### src/rtl/pwd_serial_tx_if.sv
// Host-side bundle for the serial password transmitter: request, BCD digits,
// the serial line and the status strobes, plus the FSM state for observation.
interface pwd_serial_tx_if;
   // Handshake: start is a level request sampled only while busy is low;
   // each sampled request yields exactly one done or one err pulse, never both,
   // and nothing is queued while busy.
   logic        start;
   logic [15:0] digits;
   logic        ser_out;
   logic        busy;
   logic        done;
   logic        err;
   logic [2:0]  state;

   modport master (
      output start, digits,
      input  ser_out, busy, done, err, state
   );

   modport slave (
      input  start, digits,
      output ser_out, busy, done, err, state
   );
endinterface

### src/rtl/pwd_serial_tx.sv
// Serializes a validated 4-digit BCD password as start, 16 data bits (MSB
// first), even parity and stop, each held CLKS_PER_BIT clocks.
module pwd_serial_tx #(
   parameter int CLKS_PER_BIT = 1
) (
   input  logic         clk,
   input  logic         rst,
   pwd_serial_tx_if.slave bus
);
   localparam logic [2:0] S_IDLE   = 3'd0;
   localparam logic [2:0] S_START  = 3'd1;
   localparam logic [2:0] S_DATA   = 3'd2;
   localparam logic [2:0] S_PARITY = 3'd3;
   localparam logic [2:0] S_STOP   = 3'd4;
   localparam logic [7:0] LAST_DIV = 8'(CLKS_PER_BIT - 1);

   logic [2:0]  r_state;
   logic [7:0]  r_div;
   logic [3:0]  r_idx;
   logic [15:0] r_shift;
   logic        r_parity;
   logic        r_done;
   logic        r_err;
   logic        w_valid;
   logic        w_bit_end;
   logic        w_ser;

   assign w_valid = (bus.digits[15:12] <= 4'd9) && (bus.digits[11:8] <= 4'd9) &&
                    (bus.digits[7:4]   <= 4'd9) && (bus.digits[3:0]  <= 4'd9);
   assign w_bit_end = (r_div == LAST_DIV);

   always_ff @(posedge clk or posedge rst) begin
      if (rst) begin
         r_state  <= S_IDLE;
         r_div    <= 8'd0;
         r_idx    <= 4'd0;
         r_shift  <= 16'd0;
         r_parity <= 1'b0;
         r_done   <= 1'b0;
         r_err    <= 1'b0;
      end else begin
         r_done <= 1'b0;
         r_err  <= 1'b0;
         case (r_state)
            S_IDLE: begin
               r_div <= 8'd0;
               if (bus.start) begin
                  if (w_valid) begin
                     r_shift  <= bus.digits;
                     r_parity <= ^bus.digits;
                     r_idx    <= 4'd15;
                     r_state  <= S_START;
                  end else begin
                     r_err <= 1'b1;
                  end
               end
            end
            S_START: begin
               if (w_bit_end) begin
                  r_div   <= 8'd0;
                  r_idx   <= 4'd15;
                  r_state <= S_DATA;
               end else begin
                  r_div <= r_div + 8'd1;
               end
            end
            S_DATA: begin
               if (w_bit_end) begin
                  r_div <= 8'd0;
                  // Index stops at 0 instead of wrapping; the shift is irrelevant past bit 0.
                  if (r_idx == 4'd0) begin
                     r_state <= S_PARITY;
                  end else begin
                     r_shift <= {r_shift[14:0], 1'b0};
                     r_idx   <= r_idx - 4'd1;
                  end
               end else begin
                  r_div <= r_div + 8'd1;
               end
            end
            S_PARITY: begin
               if (w_bit_end) begin
                  r_div   <= 8'd0;
                  r_state <= S_STOP;
               end else begin
                  r_div <= r_div + 8'd1;
               end
            end
            S_STOP: begin
               if (w_bit_end) begin
                  r_div   <= 8'd0;
                  r_done  <= 1'b1;
                  r_state <= S_IDLE;
               end else begin
                  r_div <= r_div + 8'd1;
               end
            end
            default: begin
               r_div   <= 8'd0;
               r_state <= S_IDLE;
            end
         endcase
      end
   end

   always_comb begin
      w_ser = 1'b0;
      case (r_state)
         S_START:  w_ser = 1'b1;
         S_DATA:   w_ser = r_shift[15];
         S_PARITY: w_ser = r_parity;
         default:  w_ser = 1'b0;
      endcase
   end

   assign bus.ser_out = w_ser;
   assign bus.busy    = (r_state != S_IDLE);
   assign bus.done    = r_done;
   assign bus.err     = r_err;
   assign bus.state   = r_state;
endmodule

### src/flat_wrapper.sv
// flat-port wrapper written by rule: the top's interface ports become plain ports
module pwd_serial_tx_flat 
#(
   parameter int CLKS_PER_BIT = 1
)
  (clk, rst, bus_start, bus_digits, bus_ser_out, bus_busy, bus_done, bus_err, bus_state);
  pwd_serial_tx_if bus_i ();
  input  logic clk;
  input  logic rst;
  input wire logic [$bits(bus_i.start)-1:0] bus_start;
  input wire logic [$bits(bus_i.digits)-1:0] bus_digits;
  output wire logic [$bits(bus_i.ser_out)-1:0] bus_ser_out;
  output wire logic [$bits(bus_i.busy)-1:0] bus_busy;
  output wire logic [$bits(bus_i.done)-1:0] bus_done;
  output wire logic [$bits(bus_i.err)-1:0] bus_err;
  output wire logic [$bits(bus_i.state)-1:0] bus_state;
  assign bus_i.start = bus_start;
  assign bus_i.digits = bus_digits;
  assign bus_ser_out = bus_i.ser_out;
  assign bus_busy = bus_i.busy;
  assign bus_done = bus_i.done;
  assign bus_err = bus_i.err;
  assign bus_state = bus_i.state;
  pwd_serial_tx #(.CLKS_PER_BIT(CLKS_PER_BIT)) u_core (.clk(clk), .rst(rst), .bus(bus_i));
endmodule
### config.mk
export PLATFORM = sky130hd
export DESIGN_NAME = pwd_serial_tx_flat
export DESIGN_NICKNAME = d
export VERILOG_FILES = /design/src/rtl/pwd_serial_tx_if.sv /design/src/rtl/pwd_serial_tx.sv /design/src/flat_wrapper.sv
export SDC_FILE = /design/constraint.sdc
export NUM_CORES = 1
export LEC_CHECK = 0
export CAP_MARGIN = 25
export CORE_ASPECT_RATIO = 0.75
export CORE_MARGIN = 5
export CORE_UTILIZATION = 60
export CTS_CLUSTER_SIZE = 14
export DETAILED_ROUTE_END_ITERATION = 12
export PLACE_DENSITY_LB_ADDON = 0.1
export SLEW_MARGIN = 20
export SYNTH_ARGS = -nofsm -noshare
export SYNTH_HDL_FRONTEND = slang
export SYNTH_SLANG_ARGS = --single-unit
### constraint.sdc
create_clock -name clk -period 7 [get_ports clk]
set_clock_uncertainty 0.2 [all_clocks]
set_input_delay 1.4 -clock clk [delete_from_list [all_inputs] [get_ports clk]]
set_output_delay 1.4 -clock clk [all_outputs]
set_load 0.03 [all_outputs]
==> results.py, run 1 <==
metrics = {
    "clock_tree": {
        "holdBufCountCts": 0,
        "clkLatencyLatePin_ns": 0.29,
        "clk_pin_slew_worst_paths_ns": 0.06,
        "ctsRootBufferMaster": "clkbuf_8",
        "tritoncts.num_buffers": 5,
        "cts_max_path_bufs": 2,
        "htree_levels": 2,
        "postCtsSetupRepairBufs": 0,
        "postCtsResizedCells": 0,
        "cts_tree": "done",
        "cts_sink_cnt": 34,
    },
    "synth": {
        "netlist_top_cells_count": "dfrtp_1, inv_1, ha_1, nand2_1, o21ai_0",
        "syn_area_sq_um": 2170,
        "synth_warnings": 0,
        "asyncSetResetFlopFracSynth": 1.00,
        "synth.top_cell.area_share": 0.392,
        "netlist.top_cell.by_area": "dfrtp_1",
        "post_synth_inst_count": 210,
        "yosys_register_bits": 34,
        "synth_seq_area_share": 0.392,
        "synth_net_count": 248,
        "synth-edff-count": 0,
        "ys_top_cells_by_area": "dfrtp_1, ha_1, mux2_4",
        "primary_flip_flop_cell_chosen_by_synthesis_mapping": "dfrtp_1",
        "average_cell_area_after_synthesis_sq_um": 10.3,
        "most_frequent_cell_after_synthesis": "dfrtp_1",
        "yosysUniqueCellTypes": 41,
    },
    "layout": {
        "diodes": 0,
        "post_route_cells_drive_above_1_share": 0.157,
        "synthToLayoutAreaGrowth_pct": 15.8,
        "final_net_count": 273,
    },
    "route": {
        "residual_antenna_violating_net_count_after_detailed_routing": 0,
        "first_pass_iters": 4,
        "drtIter0Drc": 109,
        "drc": 0,
        "routed_via_density": 5.47,
        "wl_mm": 4.07,
        "wire_length_per_cell_after_detailed_routing_um": 14.8,
        "via_count": 1509,
    },
    "setup_path": {
        "r2r_setup_slack_ns": 4.42,
        "slowest_cell_on_the_critical_path": "o21ai_4",
        "timing.critical_path.depth": 8,
        "critical_path.reg2reg.endpoint": "u_core.r_shift[11]",
        "worst_path_largest_cell_delay_ns": 0.67,
        "crit_path_end": "u_core.r_shift[11]",
        "startpoint_of_the_lowest_slack_register_to_register_path": "u_core.bus.state[2]",
        "end_kind": "flop",
        "worst_r2r_path_depth": 4,
        "cp.required_ns": 6.97,
        "crit_buf_inv": 2,
        "setup.worst_path.class": "in -> reg",
        "timing.critical_path.arrival_ns": 3.95,
        "cpLargestDelayFamily": "compound AO/OA/AOI/OAI gates",
        "path_cells": "clkdlybuf4s50_1, inv_1, ha_1, nor2b_1, o21ai_0, nand4_1, o21ai_4, mux2_2",
        "origin_of_the_worst_setup_path": "bus_digits[2]",
        "cp-start-kind": "primary input",
        "crit_path_max_fanout": 15,
    },
    "power_and_ir_drop": {
        "p_total_uw": 906,
        "max-vdd-ir-drop_v": 0.000228,
        "internal-power_uw": 575,
        "total_switching_power_uw": 331,
        "clockPowerShare": 0.164,
        "part_of_the_power_in_combinational_logic": 0.486,
        "powerDensity_nw_per_um2": 361,
        "power.sequential.fraction": 0.349,
        "power.leakage_nw": 1.14,
        "power.switching_fraction": 0.366,
    },
    "timing": {
        "timing.setup.tns_ns": 0,
        "drv_slew": 0,
        "hold_viol": 0,
        "final_period_minus_worst_setup_slack_ns": 3.98,
        "worst_pin_slew_ns": 0.643,
        "max_freq_mhz": 251,
        "rsz0062_at_grt": "no",
        "max-slew-margin-rel": 0.570,
        "hold_slack_ns": 0.311,
        "layout_setup_ws_ns": 3.02,
        "final.period_utilization": 0.569,
        "report.final.setup_viol": 0,
    },
    "placed_design": {
        "placement.io_buffers": 25,
        "routabilityCongestion": 0.790,
        "place_ws_ns": 2.73,
        "place_hpwl_mm": 3.09,
    },
    "global_routing": {
        "pin_count_of_the_biggest_net_entering_global_routing": 35,
        "globalRouteTotalUtil": 0.192,
        "grt_pass1_vias": 1499,
        "grt_pass1_wl_mm": 7.13,
        "remaining_global_route_overflow": 0,
        "number_of_antenna_violations_at_the_first_check_in_global_routing": 0,
    },
    "die": {
        "die_area_sq_um": 4930,
        "die_y_um": 62.1,
        "starting_density_of_the_core": 0.642,
        "std_cell_rows": 18,
        "io_pins": 26,
        "coreArea_sq_um": 3380,
        "die_width_um": 79.4,
    },
    "outcome": {
        "run_status": "complete, no violations",
    },
    "hold_path": {
        "hold_start": "u_core.r_shift[13]",
        "worstHoldPathCells": 1,
        "min_path_type": "reg -> reg",
    },
    "run": {
        "cap_viol_max_count": 0,
    },
}
==> layer usage <==
layer	share of wire	vias to the layer above	GRT usage
li1	-	756	-
met1	0.49	712	0.260
met2	0.45	35	0.314
met3	0.050	6	0.0490
met4	0.010	0	0.0515
met5	0	-	0
==> cells by family after synthesis <==
group	Yosys count	synth area share
and+or+nand+nor	60	0.141
DFF	34	0.392
AOI/OAI and AO/OA	30	0.0998
buffers and inverters	30	0.0657
muxes	22	0.131
adders and majority gates	19	0.110
xor gates and xnor gates	15	0.0606
==> layout make-up <==
cell class                 count  area, sq um
sequential                    34          851
clock buffer                   7         86.3
multi-input combinational    146         1180
clock inverter                 1         5.00
tap                           40         50.0
timing repair buffer          27          265
inverter                      21         78.8
fill                         249          866
==> worst register-to-register path, stage by stage (launching register included) <==
cell and delay, ns:
dfrtp_1 0.52, or3_4 0.45, or2_0 0.32, o21ai_4 0.56, mux2_2 0.41
==> registers in the layout (all words and copies together), names as in the netlist <==
| name | count |
|---|---|
| u_core.bus.state | 3 |
| u_core.r_parity | 1 |
| u_core.bus.done | 1 |
| u_core.r_shift | 16 |
| u_core.bus.err | 1 |
| u_core.r_idx | 4 |
| u_core.r_div | 8 |
==> worst min-delay path by stage <==
| stage | slack, ns | to |
|---|---|---|
| finish | 0.31 | u_core.r_shift[13] |
| global route | 0.32 | u_core.r_parity |
| CTS | 0.31 | u_core.r_parity |
| detailed placement | 0.29 | u_core.r_shift[10] |
| global placement | 0.28 | u_core.r_shift[10] |
| floorplan | 0.27 | u_core.r_idx[1] |
==> power by group through the flow <==
stage	Clock, mW	Sequential [mW]	Combinational (mW)
after CTS	0.153	0.315	0.442
after detailed placement	0	0.319	0.439
after floorplan	0	0.316	0.354
final	0.149	0.317	0.440
after global routing	0.161	0.326	0.482
after global placement	0	0.314	0.424
==> stage by stage <==
stage          instances  instance area [sq um]  utilization
6_report             276                   2510        0.744
5_1_grt              276                   2510        0.744
4_1_cts              276                   2510        0.744
3_5_place_dp         268                   2420        0.717
3_3_place_gp         268                   2420        0.717
2_1_floorplan        210                   2170            -
==> layout by cell type, fill, tap and decap left out, types with 3 or more instances in the layout <==
| cell type | instances |
|---|---|
| nand2_1 | 19 |
| o21ai_0 | 17 |
| inv_1 | 21 |
| mux2_2 | 11 |
| clkdlybuf4s50_1 | 25 |
| and3_1 | 3 |
| dfrtp_1 | 34 |
| xor2_1 | 6 |
| ha_1 | 19 |
| nand3_1 | 8 |
| clkbuf_8 | 6 |
| nor2b_1 | 5 |
| mux2_4 | 10 |
| xnor2_1 | 9 |
| nor2_1 | 12 |
No activity file was read; power rests on OpenSTA's default activity.
==> run 2, diff against run 1 <==
--- a/config.mk
+++ b/config.mk
@@ -8,7 +8,7 @@
 export CAP_MARGIN = 25
 export CORE_ASPECT_RATIO = 0.75
 export CORE_MARGIN = 5
-export CORE_UTILIZATION = 60
+export CORE_UTILIZATION = 56
 export CTS_CLUSTER_SIZE = 14
 export DETAILED_ROUTE_END_ITERATION = 12
 export PLACE_DENSITY_LB_ADDON = 0.1
==> constraint.sdc (replaced) <==
create_clock -name clk -period 3.81 [get_ports clk]
set_clock_uncertainty 0.2 [all_clocks]
set_input_delay 0.762 -clock clk [delete_from_list [all_inputs] [get_ports clk]]
set_output_delay 0.762 -clock clk [all_outputs]
set_load 0.03 [all_outputs]
==> run 2 against run 1 <==
Effect of this change: die area up 6.1%; routed wire length up 0.39%; combinational power up 86%; critical path type unchanged.
==> results.py, run 2 (synthesis gave the netlist of run 1 again) <==
metrics = {
    "clock_tree": {
        "clkLatencyLatePin_ns": 0.29,
        "cts_max_path_bufs": 2,
        "ctsRootBufferMaster": "clkbuf_8",
        "cts_tree": "done",
        "holdBufCountCts": 0,
        "htree_levels": 2,
        "cts_sink_cnt": 34,
        "clk_pin_slew_worst_paths_ns": 0.07,
        "tritoncts.num_buffers": 5,
        "postCtsSetupRepairBufs": 0,
        "postCtsResizedCells": 0,
    },
    "route": {
        "drtIter0Drc": 80,
        "first_pass_iters": 4,
        "wl_mm": 4.09,
        "residual_antenna_violating_net_count_after_detailed_routing": 0,
        "wire_length_per_cell_after_detailed_routing_um": 14.2,
        "via_count": 1528,
        "routed_via_density": 5.31,
        "drc": 0,
    },
    "layout": {
        "layoutNonFillerInstCount": 288,
        "synthToLayoutAreaGrowth_pct": 16.3,
        "reg_top3": "u_core.r_shift: 16 flops, u_core.r_div: 8 flops, u_core.r_idx: 4 flops",
        "top_register": "u_core.r_shift",
        "final_net_count": 274,
        "layout.core_utilization": 0.680,
        "flip_flop_count_of_the_largest_register_after_layout": 16,
        "layout_common_cells": "dfrtp_1, clkdlybuf4s50_1, inv_1",
        "postLayoutCellArea_sq_um": 2520,
        "diodes": 0,
        "layout.cells.most_common": "dfrtp_1",
        "post_route_cells_drive_above_1_share": 0.161,
    },
    "setup_path": {
        "end_kind": "flop",
        "path_cells": "clkdlybuf4s50_1, inv_1, ha_1, nor2b_1, o21ai_0, nand4_1, a2111oi_4, mux2_1",
        "cp-start-kind": "primary input",
        "cp.required_ns": 3.78,
        "crit_path_max_fanout": 7,
        "setup.worst_path.class": "in -> reg",
        "worst_r2r_path_depth": 8,
        "timing.critical_path.arrival_ns": 3.18,
        "slowest_cell_on_the_critical_path": "a2111oi_4",
        "worst_path_largest_cell_delay_ns": 0.57,
    },
    "timing": {
        "worst_pin_slew_ns": 0.443,
        "layout_setup_ws_ns": 0.603,
        "rsz0062_at_grt": "no",
        "timing.setup.tns_ns": 0,
        "final_period_minus_worst_setup_slack_ns": 3.21,
        "max-slew-margin-rel": 0.704,
        "hold_slack_ns": 0.307,
        "max_freq_mhz": 312,
        "report.final.setup_viol": 0,
        "final.period_utilization": 0.842,
        "drv_slew": 0,
        "hold_viol": 0,
    },
    "placed_design": {
        "routabilityCongestion": 0.771,
        "place_hpwl_mm": 3.05,
        "placement.io_buffers": 25,
        "dp.cells": 281,
        "placed_cell_area_sq_um": 2440,
        "place_ws_ns": 0.295,
    },
    "global_routing": {
        "grt_pass1_wl_mm": 7.25,
        "remaining_global_route_overflow": 0,
        "pin_count_of_the_biggest_net_entering_global_routing": 35,
        "grt_pass1_vias": 1523,
        "number_of_antenna_violations_at_the_first_check_in_global_routing": 0,
        "globalRouteTotalUtil": 0.183,
    },
    "power_and_ir_drop": {
        "p_total_mw": 1.65,
        "max-vdd-ir-drop_v": 0.000384,
        "powerDensity_nw_per_um2": 656,
        "power.leakage_nw": 1.14,
    },
    "die": {
        "std_cell_rows": 19,
        "die_area_sq_um": 5230,
        "coreArea_sq_um": 3710,
        "die_width_um": 81.9,
        "io_pins": 26,
        "starting_density_of_the_core": 0.585,
        "die_y_um": 63.9,
    },
    "outcome": {
        "run_status": "complete, no violations",
    },
    "hold_path": {
        "min_path_type": "reg -> reg",
        "worstHoldPathCells": 1,
    },
    "run": {
        "cap_viol_max_count": 0,
    },
}
## run 2: changes by cell type in the layout (fill, tap and decap cells not counted), sizes merged
cell,previous run,this run
buf,2,3
clkbuf,7,5
clkinv,1,2
## run 2: routing by layer
| layer | vias to the layer above | track usage | share of wire |
|---|---|---|---|
| met5 | - | 0 | 0 |
| met2 | 32 | 0.259 | 0.43 |
| li1 | 758 | - | - |
| met3 | 6 | 0.0660 | 0.057 |
| met1 | 732 | 0.260 | 0.50 |
| met4 | 0 | 0.0560 | 0.013 |
## run 2: layout make-up
class                           instances  area (sq um)
Clock buffer                            5          68.8
Clock inverter                          2          10.0
Fill cell                             299          1190
Inverter                               21          78.8
Multi-Input combinational cell        146          1180
Sequential cell                        34           851
Tap cell                               52          65.1
Timing Repair Buffer                   28           273
## run 2: final timing paths
kind | slack [ns] | start | endpoint
max in group asynchronous | 2.43 | rst | u_core.r_shift[11]
setup reg to reg | 1.24 | u_core.r_div[0] | u_core.r_shift[11]
hold / removal | 0.31 | u_core.r_shift[10] | u_core.r_shift[10]
min in group asynchronous | 0.67 | rst | u_core.r_shift[3]
hold reg to reg | 0.31 | u_core.r_shift[10] | u_core.r_shift[10]
setup / recovery | 0.60 | bus_digits[2] | u_core.r_idx[1]
## run 2: report_power, final
part	total (mW)	switching, mW	internal (mW)
registers	0.584	0.0951	0.489
logic	0.817	0.389	0.428
clock network	0.253	0.131	0.122
total	1.65	0.615	1.04
## run 2: critical path: cells and delay by family
family	cells	cell delay, ns
AO/OA/AOI/OAI	2	0.80
adder cells (fa/ha/maj)	1	0.20
buffers and inverters	2	0.54
multiplexers	1	0.36
AND/OR/NAND/NOR	2	0.51
==> run 3, diff against run 2 <==
==> constraint.sdc (replaced) <==
create_clock -name clk -period 3.18 [get_ports clk]
set_clock_uncertainty 0.2 [all_clocks]
set_input_delay 0.636 -clock clk [delete_from_list [all_inputs] [get_ports clk]]
set_output_delay 0.636 -clock clk [all_outputs]
set_load 0.03 [all_outputs]
==> run 3 against run 2 <==
Effect of this change: sequential share of layout area down 0.94 points; via count up 0.33%; critical path depth rose by 1; count of clock-buffer cells in the layout unchanged; power up 28%; highest routed layer unchanged.
==> results.py, run 3 (synthesis gave the netlist of run 1 again) <==
metrics = {
    "outcome": {
        "run_status": "complete, no violations",
    },
    "global_routing": {
        "grt_pass1_wl_mm": 7.16,
        "met3_usage": 0.0520,
        "grt_util_met2": 0.274,
        "grt_use_met1": 0.240,
        "remaining_global_route_overflow": 0,
        "pin_count_of_the_biggest_net_entering_global_routing": 35,
        "number_of_antenna_violations_at_the_first_check_in_global_routing": 0,
        "globalRouteTotalUtil": 0.176,
        "grt_pass1_vias": 1560,
        "globalRoute.busiestLayer": "met2",
    },
    "die": {
        "io_pins": 26,
        "die_area_sq_um": 5230,
        "starting_density_of_the_core": 0.585,
        "die_y_um": 63.9,
        "std_cell_rows": 19,
        "die_width_um": 81.9,
        "coreArea_sq_um": 3710,
    },
    "route": {
        "via_count": 1533,
        "drc": 0,
        "first_pass_iters": 4,
        "drtIter0Drc": 48,
        "routed_via_density": 5.23,
        "wl_mm": 4.15,
        "residual_antenna_violating_net_count_after_detailed_routing": 0,
        "wire_length_per_cell_after_detailed_routing_um": 14.2,
    },
    "timing": {
        "drv_slew": 0,
        "final_period_minus_worst_setup_slack_ns": 2.78,
        "worst_pin_slew_ns": 0.579,
        "rsz0062_at_grt": "no",
        "max-slew-margin-rel": 0.612,
        "final.period_utilization": 0.873,
        "max_freq_mhz": 360,
        "report.final.setup_viol": 0,
        "timing.setup.tns_ns": 0,
        "hold_viol": 0,
    },
    "clock_tree": {
        "cts_sink_cnt": 34,
        "ctsRootBufferMaster": "clkbuf_8",
        "clk_pin_slew_worst_paths_ns": 0.08,
        "tritoncts.num_buffers": 5,
        "cts_max_path_bufs": 2,
        "postCtsSetupRepairBufs": 0,
        "clkLatencyLatePin_ns": 0.29,
        "postCtsResizedCells": 0,
        "cts_tree": "done",
        "htree_levels": 2,
        "holdBufCountCts": 0,
    },
    "layout": {
        "layout_common_cells": "dfrtp_1, clkdlybuf4s50_1, inv_1",
        "flip_flop_count_of_the_largest_register_after_layout": 16,
        "final_net_count": 278,
        "top_register": "u_core.r_shift",
        "postLayoutCellArea_sq_um": 2590,
        "layoutNonFillerInstCount": 293,
        "reg_top3": "u_core.r_shift: 16 flops, u_core.r_div: 8 flops, u_core.r_idx: 4 flops",
        "layout.core_utilization": 0.700,
        "nFillCells": 302,
        "diodes": 0,
        "synthToLayoutAreaGrowth_pct": 19.6,
        "post_route_cells_drive_above_1_share": 0.178,
        "layout.cells.most_common": "dfrtp_1",
    },
    "placed_design": {
        "dp.cells": 285,
        "placed_cell_area_sq_um": 2490,
        "routabilityCongestion": 0.830,
        "place_hpwl_mm": 3.11,
        "placement.io_buffers": 25,
    },
    "setup_path": {
        "startpoint_of_the_lowest_slack_register_to_register_path": "u_core.bus.state[1]",
        "timing.critical_path.arrival_ns": 2.76,
        "crit_path_max_fanout": 7,
        "origin_of_the_worst_setup_path": "bus_digits[14]",
        "end_kind": "flop",
        "cp-start-kind": "primary input",
        "cp.required_ns": 3.16,
        "setup.worst_path.class": "in -> reg",
    },
    "hold_path": {
        "min_path_type": "reg -> reg",
        "hold_start": "u_core.r_shift[10]",
    },
    "power_and_ir_drop": {
        "max-vdd-ir-drop_v": 0.000512,
        "powerDensity_nw_per_um2": 816,
        "p_total_mw": 2.12,
        "power.leakage_nw": 1.18,
    },
    "run": {
        "cap_viol_max_count": 0,
    },
}
run 3: changes by cell type in the layout (fill, tap and decap cells not counted):
cell	previous run	this run
buf_12	0	1
bufinv_16	0	1
buf_4	3	6
run 3: per-stage QoR:
| stage | hold slack (ns) | worst slack [ns] |
|---|---|---|
| 5_1_grt | 0.327 | 0.257 |
| 4_1_cts | 0.308 | 0.395 |
| 6_report | 0.308 | 0.403 |
| 2_1_floorplan | 0.274 | 0.608 |
| 3_3_place_gp | 0.285 | 0.160 |
| 3_5_place_dp | 0.293 | 0.0904 |
run 3: critical path, cell delays in order:
cell             delay (ns)
clkdlybuf4s50_1        0.48
inv_1                  0.06
ha_1                   0.19
nor2b_1                0.12
o21ai_0                0.21
nand4_1                0.13
buf_4                  0.19
a2111oi_4              0.38
mux2_1                 0.35
run 3: routing by layer:
layer | wire (um) | part of all wire
met3 | 192 | 0.046
met4 | 34 | 0.0082
met1 | 2040 | 0.49
met2 | 1890 | 0.45
met5 | 0 | 0
run 3: area by class of cell:
type / count / area (sq um) / share of cell area
clock buffers: 5 / 68.8 / 0.0265
flip-flops and latches: 34 / 851 / 0.328
inverters: 21 / 78.8 / 0.0304
repair buffers: 32 / 315 / 0.122
clock inverters: 3 / 40.0 / 0.0154
multi-input cells: 146 / 1180 / 0.453
well taps: 52 / 65.1 / 0.0251
run 3: worst paths after layout:
| check | cells past startpoint | slack, ns | endpoint |
|---|---|---|---|
| min | 1 | 0.31 | u_core.r_shift[10] |
| max in group asynchronous | 3 | 1.91 | u_core.r_idx[2] |
| max reg2reg | 6 | 0.71 | u_core.r_shift[13] |
| min in group asynchronous | 3 | 0.56 | u_core.r_shift[1] |
| max | 9 | 0.40 | u_core.r_idx[1] |
| min reg2reg | 1 | 0.31 | u_core.r_shift[10] |
run 3: report_power, final:
group,leakage (nW),switching (mW),total (mW),internal (mW)
Combinational,0.704,0.465,1.03,0.562
Clock,0.0579,0.161,0.391,0.231
Sequential,0.420,0.115,0.701,0.585
Total,1.18,0.741,2.12,1.38
